<file path="config.mk">
export PLATFORM = sky130hd
export DESIGN_NAME = mix_tree_scheduler
export DESIGN_NICKNAME = d
export VERILOG_FILES = /design/src/rtl/mix_tree_pkg.sv /design/src/rtl/mix_tree_scheduler_phase_timer.sv /design/src/rtl/mix_tree_scheduler.sv
export SDC_FILE = /design/constraint.sdc
export NUM_CORES = 1
export LEC_CHECK = 0
export CAP_MARGIN = 25
export CORE_MARGIN = 2
export CORE_UTILIZATION = 56
export CTS_BUF_LIST = sky130_fd_sc_hd__clkbuf_4
export DETAILED_ROUTE_END_ITERATION = 8
export PLACE_DENSITY = 0.87
export SLEW_MARGIN = 20
export SYNTH_ARGS = -nofsm -noshare
export SYNTH_HDL_FRONTEND = slang
export SYNTH_SLANG_ARGS = --single-unit
</file>
<file path="constraint.sdc">
create_clock -name clk -period 6 [get_ports clk]
set_clock_uncertainty 0.15 [all_clocks]
set_input_delay 1.5 -clock clk [delete_from_list [all_inputs] [get_ports clk]]
set_output_delay 1.5 -clock clk [all_outputs]
set_load 0.005 [all_outputs]
</file>
<file path="src/rtl/mix_tree_pkg.sv">
// mix_tree_pkg: shared state encoding and sizing helpers for the mixing-tree scheduler
package mix_tree_pkg;
  typedef enum logic [2:0] {S_IDLE, S_FILL, S_MIX, S_XFER, S_DISP, S_DONE} state_e;
  function automatic int lvl_w(input int levels);
    return levels > 1 ? $clog2(levels) : 1;
  endfunction
  function automatic int timer_w(input int fill, input int mix, input int xfer);
    int mx;
    mx = fill > mix ? fill : mix;
    mx = mx > xfer ? mx : xfer;
    return mx > 1 ? $clog2(mx) : 1;
  endfunction
  function automatic int busy_cycles(input int levels, input int fill, input int mix, input int xfer);
    return fill + levels * mix + levels * xfer;
  endfunction
endpackage

</file>
<file path="src/rtl/mix_tree_scheduler_phase_timer.sv">
// phase_timer: loadable down-counter (clk, rst_n, load, val in; expired out when count is 0)
module phase_timer #(
  parameter int W = 4
) (
  input  logic         clk,
  input  logic         rst_n,
  input  logic         load,
  input  logic [W-1:0] val,
  output logic         expired
);
  logic [W-1:0] cnt_q;
  always_ff @(posedge clk) begin
    if (!rst_n) cnt_q <= '0;
    else cnt_q <= load ? val : (cnt_q != '0 ? cnt_q - 1'b1 : cnt_q);
  end
  assign expired = cnt_q == '0;
endmodule

</file>
<file path="src/rtl/mix_tree_scheduler.sv">
// mix_tree_scheduler: sequences fill/mix/transfer/dispense valves of a binary mixing tree (start/abort/inlet_mask in; valve enables, level, busy/done/err out)
import mix_tree_pkg::*;
module mix_tree_scheduler #(
  parameter int LEVELS      = 4,
  parameter int FILL_CYCLES = 8,
  parameter int MIX_CYCLES  = 16,
  parameter int XFER_CYCLES = 4,
  localparam int N  = 2 ** LEVELS,
  localparam int LW = lvl_w(LEVELS)
) (
  input  logic              clk,
  input  logic              rst_n,
  input  logic              start,
  input  logic              abort,
  input  logic [N-1:0]      inlet_mask,
  output logic [N-1:0]      inlet_open,
  output logic [LEVELS-1:0] mix_en,
  output logic [LEVELS-1:0] xfer_en,
  output logic              outlet_open,
  output logic [LW-1:0]     level,
  output logic              busy,
  output logic              done,
  output logic              err
);
  localparam int TW = timer_w(FILL_CYCLES, MIX_CYCLES, XFER_CYCLES);
  localparam logic [TW-1:0] T_FILL = TW'(FILL_CYCLES - 1);
  localparam logic [TW-1:0] T_MIX  = TW'(MIX_CYCLES - 1);
  localparam logic [TW-1:0] T_XFER = TW'(XFER_CYCLES - 1);
  state_e state_q, state_d;
  logic [LW-1:0] level_q, level_d;
  logic [N-1:0] mask_q, mask_d;
  logic [TW-1:0] ld_val;
  logic ld, expired, err_d, run;
  assign run = state_q inside {S_FILL, S_MIX, S_XFER, S_DISP};
  phase_timer #(.W(TW)) u_timer (
    .clk(clk), .rst_n(rst_n), .load(ld), .val(ld_val), .expired(expired)
  );
  always_comb begin
    state_d = state_q;
    level_d = level_q;
    mask_d = mask_q;
    ld = 1'b0;
    ld_val = '0;
    err_d = 1'b0;
    if (run && abort) begin
      state_d = S_IDLE;
      level_d = '0;
      ld = 1'b1;
      err_d = 1'b1;
    end else begin
      case (state_q)
        S_IDLE: if (start && !abort) begin
          if (inlet_mask != '0) begin
            state_d = S_FILL;
            mask_d = inlet_mask;
            ld = 1'b1;
            ld_val = T_FILL;
          end else err_d = 1'b1;
        end
        S_FILL: if (expired) begin
          state_d = S_MIX;
          level_d = LW'(LEVELS - 1);
          ld = 1'b1;
          ld_val = T_MIX;
        end
        S_MIX: if (expired) begin
          state_d = level_q == '0 ? S_DISP : S_XFER;
          ld = 1'b1;
          ld_val = T_XFER;
        end
        S_XFER: if (expired) begin
          state_d = S_MIX;
          level_d = level_q - 1'b1;
          ld = 1'b1;
          ld_val = T_MIX;
        end
        S_DISP: if (expired) begin
          state_d = S_DONE;
          ld = 1'b1;
        end
        default: state_d = S_IDLE;
      endcase
    end
  end
  always_ff @(posedge clk) begin
    if (!rst_n) begin
      state_q <= S_IDLE;
      level_q <= '0;
      mask_q <= '0;
      inlet_open <= '0;
      mix_en <= '0;
      xfer_en <= '0;
      outlet_open <= 1'b0;
      level <= '0;
      busy <= 1'b0;
      done <= 1'b0;
      err <= 1'b0;
    end else begin
      state_q <= state_d;
      level_q <= level_d;
      mask_q <= mask_d;
      inlet_open <= state_d == S_FILL ? mask_d : '0;
      mix_en <= state_d == S_MIX ? LEVELS'(1) << level_d : '0;
      xfer_en <= state_d == S_XFER ? LEVELS'(1) << level_d : '0;
      outlet_open <= state_d == S_DISP;
      level <= state_d inside {S_MIX, S_XFER} ? level_d : '0;
      busy <= state_d inside {S_FILL, S_MIX, S_XFER, S_DISP};
      done <= state_d == S_DONE;
      err <= err_d;
    end
  end
endmodule

</file>
==> results.txt <==
Final setup TNS: 0 ns
Family with the most delay on the worst path: simple AND/OR/NAND/NOR gates
Clk Latency, worst-skew pair: 0.38 ns
Sink Count: 55
Syn-to-layout area delta: 23.8%
Clock slew seen by the registers of the worst setup and hold paths: 0.15 ns
End point of the critical path: u_timer.cnt_q[0]
Avg Inst Size Synth: 10.7 um^2
Post-Synthesis Net Count: 238
Post-route DRC: 0
Fin nets: 283
Critical path's largest stage delay: 0.57 ns
Cell count after placement: 303
CP Capture Type: flip-flop
CTS HTree Levels: 2
GRT Overall Usage: 22.4%
Critical path depth: 6
Final worst-path cycle share: 61.5%
DIE HEIGHT: 68.0 um
Crit-path cells: clkdlybuf4s50_1 > nor4_1 > nand4_1 > nand3_2 > o211ai_1 > a221oi_1
Die ar.: 0.00463 mm^2
Antenna violations before repair: 0
PwrDens: 297 mW/mm^2
Sum of buffers and inverters on the critical path: 1
Worst-Margin Slew: 0.794 ns
Total power: 0.845 mW
CTS Buf Count: 5
Status: finished clean
R2r setup slk: 3.60 ns
Synth Cell Area: 0.00230 mm^2
Crit path max-delay cell type: nand3_2
Synth warnings: 0
CTS tree: yes
Post-layout util: 71.6%
Vias per Instance: 5.43
Share of layout cells above drive strength 1: 16.5%
Vias in the first global route: 1603
R2R Path Start: state_q[1]
Root Buffer Master: clkbuf_4
Core box area: 0.00397 mm^2
Hold Buf Count CTS: 0
GP Congestion: 0.805
Synth Instances: 215
Post-synthesis sequential area ratio: 48.0%
Peak Freq: 0.271 GHz
Pin count of the biggest net entering global routing: 24
Distinct cell type count after synthesis: 50
DRT Pass-1 Iters: 4
Inserted Diodes: 0
WS Path Type: input pin to flip-flop
Worst Setup SP: inlet_mask[8]
Clk buf depth: 2
R2R Path End: u_timer.cnt_q[0]
CP Data Required Time: 6.13 ns
Setup-failing EPs final: 0
Die W: 68.0 um
Most common cell after layout, fill and taps aside: dfxtp_1
Number of I/O pins: 50
Postcts setup bufs: 0
Critical path arrival: 3.82 ns
Final min period: 3.69 ns
Slew HR: 47.0%
Final ANT Viol Nets: 0
Most frequent cells in the layout: dfxtp_1, clkdlybuf4s50_1, nor2_1, nor3_2, mux2i_1
RSZ-0062 raised after global routing: no
R2R depth: 4
Post-CTS sizing: 0
First-pass GRT wire length: 7.47 mm
Detailed Route WL: 4.56 mm
Placed wire-length estimate: 3.30 mm
Pleak: 1.10 nW
Max_cap viols: 0
Grt ovf: 0
Crit start category: input pin
Crit path max fanout: 23
Seq cells post-synth: 55
Post-Layout Cell Count: 311
Final Hold Fails: 0
Final slew viol count: 0
VDD IR max: 173 uV
Rows: 23
Min-delay worst type: flip-flop to flip-flop
Routed len/inst: 14.7 um
Initial cell density of the core: 57.8%
DR vias: 1688
DRT iter0 DRCs: 76
Port Buffers: 49
==> sequential cells by signal, summed over array words and instances, names as in the netlist <==
register	cells
level	2
level_q	2
err	1
u_timer.cnt_q	4
inlet_open	16
xfer_en	4
outlet_open	1
done	1
mix_en	4
state_q	3
mask_q	16
busy	1
==> power by group <==
part / internal (mW) / switching [mW] / total, mW
Sequential: 0.391 / 0.0190 / 0.410
Clock: 0.0859 / 0.111 / 0.197
Combinational: 0.103 / 0.135 / 0.238
==> kinds of logic (layout without fill, tap and decap cells) <==
logic type / Yosys count / count (layout) / share of synthesized area [%]
and+or+nand+nor: 97 / 97 / 28.1
muxes: 17 / 17 / 7.47
AOI/OAI and AO/OA: 24 / 24 / 9.81
DFF: 55 / 55 / 48.0
adders and majority gates: 3 / 3 / 1.64
buffers and inverters: 19 / 65 / 5.07
==> stage by stage <==
| stage | worst slack (ns) | instance area [um^2] | hold slack, ns |
|---|---|---|---|
| after floorplan | 2.98 | 2300 | 0.327 |
| after global placement | 2.10 | 2770 | 0.342 |
| after detailed placement | 2.00 | 2770 | 0.352 |
| after CTS | 2.36 | 2840 | 0.386 |
| after global routing | 2.26 | 2840 | 0.407 |
| final | 2.31 | 2840 | 0.381 |
==> final cells by class <==
type                            instances  area (um^2)
Fill cell                             308         1130
Sequential cell                        55         1100
Multi-Input combinational cell        141         1080
Timing Repair Buffer                   50          498
Tap cell                               50         62.6
Clock inverter                          3         38.8
Clock buffer                            5         37.5
Inverter                                7         26.3
==> routing by layer <==
| layer | routed length (um) | global-route usage, % |
|---|---|---|
| met5 | 0 | 0 |
| met1 | 1910 | 26.7 |
| met4 | 79 | 8.75 |
| met3 | 235 | 5.92 |
| met2 | 2330 | 38.2 |
==> how the worst min path moves through the flow <==
stage | from | to | slack (ns) | cells past startpoint
floorplan | mask_q[0] | mask_q[0] | 0.33 | 2
global placement | mask_q[5] | mask_q[5] | 0.34 | 2
detailed placement | mask_q[12] | mask_q[12] | 0.35 | 2
CTS | mask_q[12] | mask_q[12] | 0.39 | 2
global route | mask_q[12] | mask_q[12] | 0.41 | 2
finish | mask_q[12] | mask_q[12] | 0.38 | 2
==> worst min-delay path: cells and delay by family, from the launching register on <==
| family | cells | cell delay (ns) |
|---|---|---|
| and+or+nand+nor | 1 | 0.09 |
| DFF | 1 | 0.34 |
| muxes | 1 | 0.09 |
==> synth_stat cells (all sizes together) <==
cell,instances,area share [%]
a21bo,1,0.71
or3,3,0.82
o32ai,1,0.71
nand2b,4,1.1
mux2i,16,7.0
o31ai,1,0.33
a211o,1,0.38
ha,3,1.6
nor3,21,8.5
nand3,3,1.4
mux2,1,0.49
nand2,8,1.6
nor3b,1,0.82
inv,7,1.1
buf,10,3.6
o21a,1,0.33
clkbuf,2,0.33
a221oi,3,1.9
a311oi,1,1.1
a21o,1,0.33
o21ai,7,1.9
and2,8,2.2
or3b,2,0.76
nor4b,1,0.38
nor2,34,5.9
nand4,1,0.27
o211ai,3,1.2
a21oi,3,0.65
nor4,5,2.0
nor2b,2,0.65
dfxtp,55,48
and3,2,0.76
nor4bb,1,0.44
a31oi,1,0.27
or4b,1,0.44
Note: power is estimated with default switching activity, not from simulation.
